**config.mk**
```make
export PLATFORM = sky130hd
export DESIGN_NAME = alu_sequencer
export DESIGN_NICKNAME = d
export VERILOG_FILES = /design/src/rtl/alu_sequencer_pkg.sv /design/src/rtl/alu_sequencer_bcd_correct.sv /design/src/rtl/alu_sequencer.sv
export SDC_FILE = /design/constraint.sdc
export NUM_CORES = 1
export LEC_CHECK = 0
export CORE_ASPECT_RATIO = 1.75
export CORE_UTILIZATION = 30
export CTS_CLUSTER_SIZE = 14
export DETAILED_ROUTE_END_ITERATION = 10
export PLACE_DENSITY_LB_ADDON = 0.05
export SLEW_MARGIN = 15
export SYNTH_ARGS = -nofsm -noshare
export SYNTH_HDL_FRONTEND = slang
export SYNTH_HIERARCHICAL = 1
export SYNTH_SLANG_ARGS = --single-unit
export TNS_END_PERCENT = 100
```
**constraint.sdc**
```tcl
create_clock -name clk -period 1.7 [get_ports clk]
set_clock_uncertainty 0.1 [all_clocks]
set_input_delay 0.34 -clock clk [delete_from_list [all_inputs] [get_ports clk]]
set_output_delay 0.34 -clock clk [all_outputs]
set_load 0.01 [all_outputs]
```
**src/rtl/alu_sequencer_pkg.sv**
```systemverilog
// Shared types for the ALU sequencer: op encoding, sequencer states, flag bundle.
// Latency: n/a (types only).
// Backpressure: n/a (types only).
package control_signals;

  // Operation encoding understood by the 8-bit alu instance.
  typedef enum logic [2:0] {
    ALU_ADD         = 3'd0,
    ALU_AND         = 3'd1,
    ALU_OR          = 3'd2,
    ALU_XOR         = 3'd3,
    ALU_SHIFT_LEFT  = 3'd4,
    ALU_SHIFT_RIGHT = 3'd5
  } alu_op_t;

  // Sequencer passes: low byte, high byte, optional BCD fix-up, then response.
  typedef enum logic [2:0] {
    SEQ_IDLE = 3'd0,
    SEQ_LO   = 3'd1,
    SEQ_HI   = 3'd2,
    SEQ_DEC  = 3'd3,
    SEQ_DONE = 3'd4
  } alu_seq_state_t;

  // Result flags, packed in {N,V,Z,C} order to match the response port.
  typedef struct packed {
    logic n;
    logic v;
    logic z;
    logic c;
  } alu_flags_t;

  // True when an op in this pass feeds its carry into the next byte.
  function automatic logic chains_carry(input alu_op_t op);
    return (op == ALU_ADD) || (op == ALU_SHIFT_LEFT);
  endfunction

endpackage

```
**src/rtl/alu_sequencer_bcd_correct.sv**
```systemverilog
// BCD fix-up byte for a narrow add/subtract, derived from the latched operands.
// Latency: combinational.
// Backpressure: none; only instantiated when ALU_SEQ_DECIMAL_EN is defined.
module bcd_correct (
  input  logic [7:0] a,
  input  logic [7:0] b,
  input  logic       carry_in,
  input  logic       invert_b,
  output logic [7:0] correction,
  output logic       dec_carry
);

  logic [7:0] b_eff;
  logic [4:0] lo_sum;
  logic [8:0] sum;
  logic       half_carry;
  logic       lo_adj;
  logic       hi_adj;

  // Recompute the binary pass locally so the fix-up needs no extra ALU state.
  always_comb begin
    b_eff      = invert_b ? ~b : b;
    lo_sum     = {1'b0, a[3:0]} + {1'b0, b_eff[3:0]} + {4'b0, carry_in};
    sum        = {1'b0, a} + {1'b0, b_eff} + {8'b0, carry_in};
    half_carry = lo_sum[4];
  end

  // Add fixes nibbles that overflowed decimal range; subtract fixes nibbles that borrowed.
  // The high test uses >0x99 so a low-nibble fix rippling into the high nibble is caught.
  always_comb begin
    if (invert_b) begin
      lo_adj    = !half_carry;
      hi_adj    = !sum[8];
      dec_carry = sum[8];
    end else begin
      lo_adj    = half_carry || (sum[3:0] > 4'd9);
      hi_adj    = sum[8] || (sum[7:0] > 8'h99);
      dec_carry = hi_adj;
    end
    correction = (lo_adj ? (invert_b ? 8'hFA : 8'h06) : 8'h00)
               + (hi_adj ? (invert_b ? 8'hA0 : 8'h60) : 8'h00);
  end

endmodule

```
**src/rtl/alu_sequencer.sv**
```systemverilog
// Sequences the shared 8-bit ALU for narrow, wide and (with ALU_SEQ_DECIMAL_EN) BCD ops.
// Latency: accept->rsp_valid 2 cycles narrow, 3 cycles wide or decimal.
// Backpressure: req_ready only in IDLE; requests while busy are dropped, not queued.
module alu_sequencer
  import control_signals::*;
(
  input  logic        clk,
  input  logic        rst,
  input  logic        req_valid,
  output logic        req_ready,
  input  alu_op_t     req_op,
  input  logic        req_wide,
  input  logic [15:0] req_a,
  input  logic [15:0] req_b,
  input  logic        req_carry,
  input  logic        req_invert_b,
  input  logic        req_decimal,
  output logic        rsp_valid,
  output logic [15:0] rsp_result,
  output logic [3:0]  rsp_flags,
  output alu_op_t     alu_operation,
  output logic [7:0]  alu_input_a,
  output logic [7:0]  alu_input_b,
  output logic        alu_carry_in,
  output logic        alu_invert_b,
  input  logic [7:0]  alu_out,
  input  logic        alu_carry,
  input  logic        alu_overflow,
  input  logic        alu_zero,
  input  logic        alu_negative
);

  alu_seq_state_t state_q, state_d;

  alu_op_t    op_q;
  logic       wide_q;
  logic [15:0] a_q;
  logic [15:0] b_q;
  logic       carry_q;
  logic       invert_q;
  logic [7:0] lo_byte_q;
  logic       lo_carry_q;
  alu_flags_t rsp_flags_q;

`ifdef ALU_SEQ_DECIMAL_EN
  logic       dec_q;
  logic       lo_v_q;
  logic [7:0] bcd_corr;
  logic       bcd_carry;

  bcd_correct u_bcd_correct (
    .a          (a_q[7:0]),
    .b          (b_q[7:0]),
    .carry_in   (carry_q),
    .invert_b   (invert_q),
    .correction (bcd_corr),
    .dec_carry  (bcd_carry)
  );
`else
  logic decimal_unused;
  assign decimal_unused = req_decimal;
`endif

  assign rsp_flags = rsp_flags_q;

  // State register; reset always lands in IDLE and abandons any op in flight.
  always_ff @(posedge clk) begin
    if (rst) state_q <= SEQ_IDLE;
    else     state_q <= state_d;
  end

  // Next-state and ALU drive: each pass presents its byte slice to the ALU.
  always_comb begin
    state_d       = state_q;
    req_ready     = 1'b0;
    rsp_valid     = 1'b0;
    alu_operation = ALU_ADD;
    alu_input_a   = 8'h00;
    alu_input_b   = 8'h00;
    alu_carry_in  = 1'b0;
    alu_invert_b  = 1'b0;
    case (state_q)
      SEQ_IDLE: begin
        req_ready = !rst;
        if (req_valid) state_d = SEQ_LO;
      end
      SEQ_LO: begin
        alu_operation = op_q;
        alu_input_a   = a_q[7:0];
        alu_input_b   = b_q[7:0];
        alu_carry_in  = carry_q;
        alu_invert_b  = invert_q;
        if (wide_q) state_d = SEQ_HI;
`ifdef ALU_SEQ_DECIMAL_EN
        else if (dec_q) state_d = SEQ_DEC;
`endif
        else state_d = SEQ_DONE;
      end
      SEQ_HI: begin
        alu_operation = op_q;
        alu_input_a   = a_q[15:8];
        alu_input_b   = b_q[15:8];
        alu_carry_in  = chains_carry(op_q) ? lo_carry_q : carry_q;
        alu_invert_b  = invert_q;
        state_d       = SEQ_DONE;
      end
      SEQ_DEC: begin
`ifdef ALU_SEQ_DECIMAL_EN
        alu_operation = ALU_ADD;
        alu_input_a   = lo_byte_q;
        alu_input_b   = bcd_corr;
        state_d       = SEQ_DONE;
`else
        state_d       = SEQ_IDLE;
`endif
      end
      SEQ_DONE: begin
        rsp_valid = 1'b1;
        state_d   = SEQ_IDLE;
      end
      default: state_d = SEQ_IDLE;
    endcase
  end

  // Datapath: latch the request, keep the low pass, publish on the final pass only
  // so the response registers hold steady between DONE pulses.
  always_ff @(posedge clk) begin
    if (rst) begin
      op_q        <= ALU_ADD;
      wide_q      <= 1'b0;
      a_q         <= 16'h0000;
      b_q         <= 16'h0000;
      carry_q     <= 1'b0;
      invert_q    <= 1'b0;
      lo_byte_q   <= 8'h00;
      lo_carry_q  <= 1'b0;
      rsp_result  <= 16'h0000;
      rsp_flags_q <= '0;
`ifdef ALU_SEQ_DECIMAL_EN
      dec_q       <= 1'b0;
      lo_v_q      <= 1'b0;
`endif
    end else begin
      case (state_q)
        SEQ_IDLE: begin
          if (req_valid) begin
            op_q     <= req_op;
            wide_q   <= req_wide;
            a_q      <= req_a;
            b_q      <= req_b;
            carry_q  <= req_carry;
            invert_q <= req_invert_b;
`ifdef ALU_SEQ_DECIMAL_EN
            // Decimal only makes sense for a narrow add/subtract.
            dec_q    <= req_decimal && !req_wide && (req_op == ALU_ADD);
`endif
          end
        end
        SEQ_LO: begin
          lo_byte_q  <= alu_out;
          lo_carry_q <= alu_carry;
`ifdef ALU_SEQ_DECIMAL_EN
          lo_v_q     <= alu_overflow;
          if (!wide_q && !dec_q) begin
`else
          if (!wide_q) begin
`endif
            rsp_result  <= {8'h00, alu_out};
            rsp_flags_q <= '{n: alu_negative, v: alu_overflow, z: alu_zero, c: alu_carry};
          end
        end
        SEQ_HI: begin
          rsp_result  <= {alu_out, lo_byte_q};
          rsp_flags_q <= '{n: alu_negative, v: alu_overflow,
                           z: alu_zero && (lo_byte_q == 8'h00), c: alu_carry};
        end
`ifdef ALU_SEQ_DECIMAL_EN
        SEQ_DEC: begin
          rsp_result  <= {8'h00, alu_out};
          rsp_flags_q <= '{n: alu_negative, v: lo_v_q, z: alu_zero, c: bcd_carry};
        end
`endif
        default: ;
      endcase
    end
  end

endmodule

```
Word-level counts from Yosys, hierarchy flattened
Cells that the tools add are included.
Cells by class
  eq/ne operators: 6
  muxes and demuxes: 15
  reduce and logical (&&, ||, !) cells: 10
Operators by type and width (number)
  16-bit case mux with 2 select lines: 1
  8-bit case mux with 2 select lines: 2
  16-bit two-way mux: 1
  3-bit two-way mux: 3
  3-bit case mux with 3 select lines: 1
  8-bit logical NOT: 1
  4-bit case mux with 2 select lines: 1
  3-bit equality test, second input constant: 2
  3-bit logical NOT: 2
  1-bit two-way mux: 4
  4-bit two-way mux: 1
  2-bit inequality test, second input constant: 2
  2-bit AND reduction: 2
  3-bit by 1-bit equality test with 1-bit output, second input constant: 1
  3-bit by 2-bit equality test with 1-bit output, second input constant: 1
  1-bit case mux with 2 select lines: 1
  2-bit nonzero test: 1
  2-bit OR reduction: 1
  1-bit logical AND: 1
  1-bit logical NOT: 1
  1-bit logical OR: 1
Storage, ports and cells
  flip-flop bits (word level): 70
  input bits: 54
  output and inout bits: 43
  logic and storage cells: 45

Longest topological paths before layout
  depth after elaboration: 4
  gate-level depth with buffers: 6
  depth with buffers taken out: 3

Least setup slack after synthesis
Ideal clock, no wire load.
  path kind: flip-flop to output port
  start point: reg state_q[0]
  end point: out alu_carry_in
  arrival time: 1.364 ns
  data required time: 1.260 ns
  setup slack: -0.104 ns
  stages on the path, launching flop included: 6
  buffers on the path: 2
  cell sequence: dfxtp_1 -> buf_2 -> or3b_2 -> buf_2 -> o21ai_0 -> a32o_1
On the way
  word-level cells in the longest chain between the ends: 2
  elaborated cells on any way between the ends: 3
  those cells by class: eq/ne: 2; mux: 1
Ends and longest elaborated chain
  from (decl): RTL line alu_sequencer.sv:33  | alu_seq_state_t state_q, state_d;
  from (signal assigned): RTL line alu_sequencer.sv:69  | else state_q <= state_d;
  3-bit by 2-bit equality test with 1-bit output or 3-bit by 1-bit equality test with 1-bit output (tied branches): RTL line alu_sequencer.sv:82  | case (state_q)
  1-bit case mux with 2 select lines (*): RTL line alu_sequencer.sv:82
  to (decl): RTL line alu_sequencer.sv:24  | output logic alu_carry_in,
Mark *: on every way between the ends. The rest lies on a longest branch, timed or not.

Worst setup path after layout
  start point: reg state_q[2]
  end point: out alu_input_b[1]
On the way
  word-level cells in the longest chain between the ends: 2
  elaborated cells on any way between the ends: 3
  those cells by class: eq/ne: 2; mux: 1
Ends and longest elaborated chain
  3-bit by 2-bit equality test with 1-bit output or 3-bit by 1-bit equality test with 1-bit output (tied branches): RTL line alu_sequencer.sv:82
  8-bit case mux with 2 select lines (*): RTL line alu_sequencer.sv:82
  to (decl): RTL line alu_sequencer.sv:23  | output logic [7:0] alu_input_b,
Marks and branches as above.

==> impl_metrics.tcl <==
set metrics [dict create \
    drcViolationCount 0 \
    syn2layout_area_growth_pct 89.3 \
    hold_start "rst" \
    cap_violations 0 \
    rr_endpoint "a_q[12]" \
    rrSetupSlack_ps -230 \
    dp_cells 548 \
    io_pins 97 \
    min_period_ps 2040 \
    cp_common_cell "buf_6" \
    drt_pass1_iterations 4 \
    ys_ff_latch 70 \
    cts_sinks 70 \
    grt_pass1_wl_microns 14600 \
    dpl_cell_area_sq_mm 0.00405 \
    synth_area_sq_mm 0.00278 \
    gp_congestion 0.753 \
    synth.mux.area_fraction 0.0108 \
    ant_nets 0 \
    fin_ws_ps -339 \
    crit_start "state_q[2]" \
    initial_utilization 0.308 \
    fin_crit_sh 1.20 \
    yosys.area_share.simple 0.209 \
    die_h_microns 129 \
    min_to "lo_byte_q[4]" \
    slowest_stage "dfxtp_2" \
    fin_nets 519 \
    dp_hpwl_microns 5770 \
    hold_ws_ps 279 \
    cp_max_fo 8 \
    post-place-ws_ps -440 \
    via_count 2893 \
    synth_compound_area_frac 0.227 \
    r2r-start "state_q[0]" \
    p_leak_nw 2.18 \
    cts_buffer_depth 2 \
    grt_overflow 0 \
    synth_area_per_cell_sq_um 8.45 \
    ir_drop_mv 0.649 \
    worst_pin_slew_ps 740 \
    hp-class "in -> reg" \
    diodes 0 \
    endpoint_kind "output port" \
    powerDensity_mw_per_mm2 880 \
    clk_latency_ps 340 \
    num_rows 46 \
    fmax_mhz 490 \
    cts_made_buffers 9 \
    ys.warnings.count 6 \
    cts_tree "done" \
    path_class "reg -> out" \
    synth_xor_area_frac 0 \
    drtIter0Drc 38 \
    cts_root_buffer "clkbuf_16" \
    antenna_found_initial 0 \
    utilization 0.583 \
    synth.distinct_cells 29 \
    clk_pin_slew_ps 50 \
    ctsHoldBuffers 0 \
    synth_top_family_by_area "compound AO/OA/AOI/OAI gates" \
    rr_worst_depth 8 \
    fin_tns_setup_ps -14880 \
    drive_above_1_share 0.428 \
    relSlewSlack 0.507 \
    die_area_sq_mm 0.00968 \
    finalHoldViolCount 0 \
    fp.dieW_microns 74.8 \
    start_kind "flop" \
    required_ps 1260 \
    coreArea_sq_mm 0.00904 \
    synth_fa_ha_area_frac 0 \
    grt_pass1_vias 2853 \
    finalPower_mw 4.63 \
    arrival_ps 1600 \
    syn-num-nets 383 \
    ys_seq_area_frac 0.504 \
    track_usage 0.207 \
    max_stage_delay_ps 340 \
    path_cells "buf_6 > nor3b_4 > buf_6 > buf_6 > a22o_1 > buf_2" \
    hold_depth 3 \
    io_buffers 95 \
    cts_max_level 3 \
    rsz0062_at_grt "true" \
    setup_viol 67 \
    n_fill_cell 830 \
    wirelength_microns 9750 \
    violations "negative setup slack" \
    slew_viol_final 0 \
    grt_max_degree 46 \
    wl_per_cell_microns 16.5 \
    avgViaCountPerCell 4.90 \
    outcome "finished, violations left" \
    syn_inst 329 \
    final_cells 590 \
    design_area_sq_mm 0.00527 \
]
-- power by group --
part	internal (mW)	switching, mW	leakage [nW]	total (mW)
Sequential	1.74	0.0811	0.574	1.82
Clock	1.21	0.693	0.146	1.91
Combinational	0.499	0.408	1.46	0.907
-- layout by cell type (no fill, tap or decap), types with 6 or more instances in the layout --
| cell | netlist | routed |
|---|---|---|
| a22oi_2 | 0 | 6 |
| a32o_1 | 9 | 8 |
| clkbuf_16 | 0 | 12 |
| buf_4 | 2 | 25 |
| buf_6 | 0 | 16 |
| a21oi_2 | 1 | 37 |
| a21oi_1 | 49 | 11 |
| dfxtp_1 | 70 | 67 |
| nand2_4 | 0 | 35 |
| buf_12 | 0 | 8 |
| nand2_1 | 109 | 72 |
| clkdlybuf4s50_1 | 0 | 71 |
| a22o_1 | 16 | 16 |
| buf_2 | 14 | 20 |
-- how the worst max path moves through the flow --
stage                                  end  slack (ps)  cells past startpoint
final                       alu_input_b[1]        -340                      6
after global routing        alu_input_b[3]        -400                      6
after CTS                   alu_input_b[1]        -290                      6
after detailed placement  alu_operation[1]        -440                      6
after global placement    alu_operation[1]        -430                      6
after floorplan             alu_input_a[0]         -10                      4
-- routing by layer --
metal	share of wire	global-route usage
met5	0	0
met4	0.033	0.108
met3	0.039	0.0420
met2	0.58	0.379
met1	0.35	0.214
-- layout make-up --
class,count,area (sq um),share of cell area
flip-flops and latches,70,1410,0.267
repair buffers,150,1570,0.297
clock inverters,3,42.5,0.00808
clock buffers,13,260,0.0494
well taps,120,150,0.0285
inverters,4,15.0,0.00285
multi-input cells,230,1830,0.347
-- state kept, by name (all words and copies together), names as in the netlist --
signal      count
wide_q          1
lo_byte_q       8
op_q            3
state_q         3
lo_carry_q      1
rsp_result     16
rsp_flags       4
invert_q        1
b_q            16
carry_q         1
a_q            16
-- synthesized netlist by cell type (all sizes together) --
| cell type | n | area share |
|---|---|---|
| a22oi | 8 | 0.022 |
| o32ai | 1 | 0.0058 |
| nor4 | 4 | 0.0090 |
| and2 | 4 | 0.0090 |
| nor2 | 1 | 0.0013 |
| nor3b | 2 | 0.0090 |
| clkinv | 1 | 0.0013 |
| o21ai | 1 | 0.0018 |
| nand2b | 3 | 0.0067 |
| nand2 | 109 | 0.15 |
| a22o | 16 | 0.050 |
| nor4b | 3 | 0.012 |
| a21o | 1 | 0.0027 |
| a21oi | 50 | 0.091 |
| or4b | 1 | 0.0036 |
| inv | 3 | 0.0040 |
| or3b | 3 | 0.0094 |
| mux2i | 3 | 0.011 |
| a32o | 9 | 0.032 |
| buf | 16 | 0.031 |
| nor3 | 1 | 0.0018 |
| o22ai | 8 | 0.018 |
| a211o | 1 | 0.0031 |
| dfxtp | 70 | 0.50 |
| clkbuf | 10 | 0.013 |
-- kinds of logic (layout without fill, tap and decap cells) --
logic type	count (synthesis)	in the layout
compound gates	95	96
simple gates	131	131
mux	3	3
flops	70	70
buf+inv	30	170
-- critical path: cells and delay by family (launching register included) --
family | cells | cell delay (ps)
compound gates | 1 | 140
buf+inv | 4 | 540
flops | 1 | 340
simple gates | 1 | 240
-- repair_timing --
action	4_1_cts	5_1_grt
resized for setup	121	144
setup buffers	13	7
gates cloned	7	3
setup endpoints to repair	74	82
pin swaps	23	92
No activity file was read; power rests on OpenSTA's default activity.
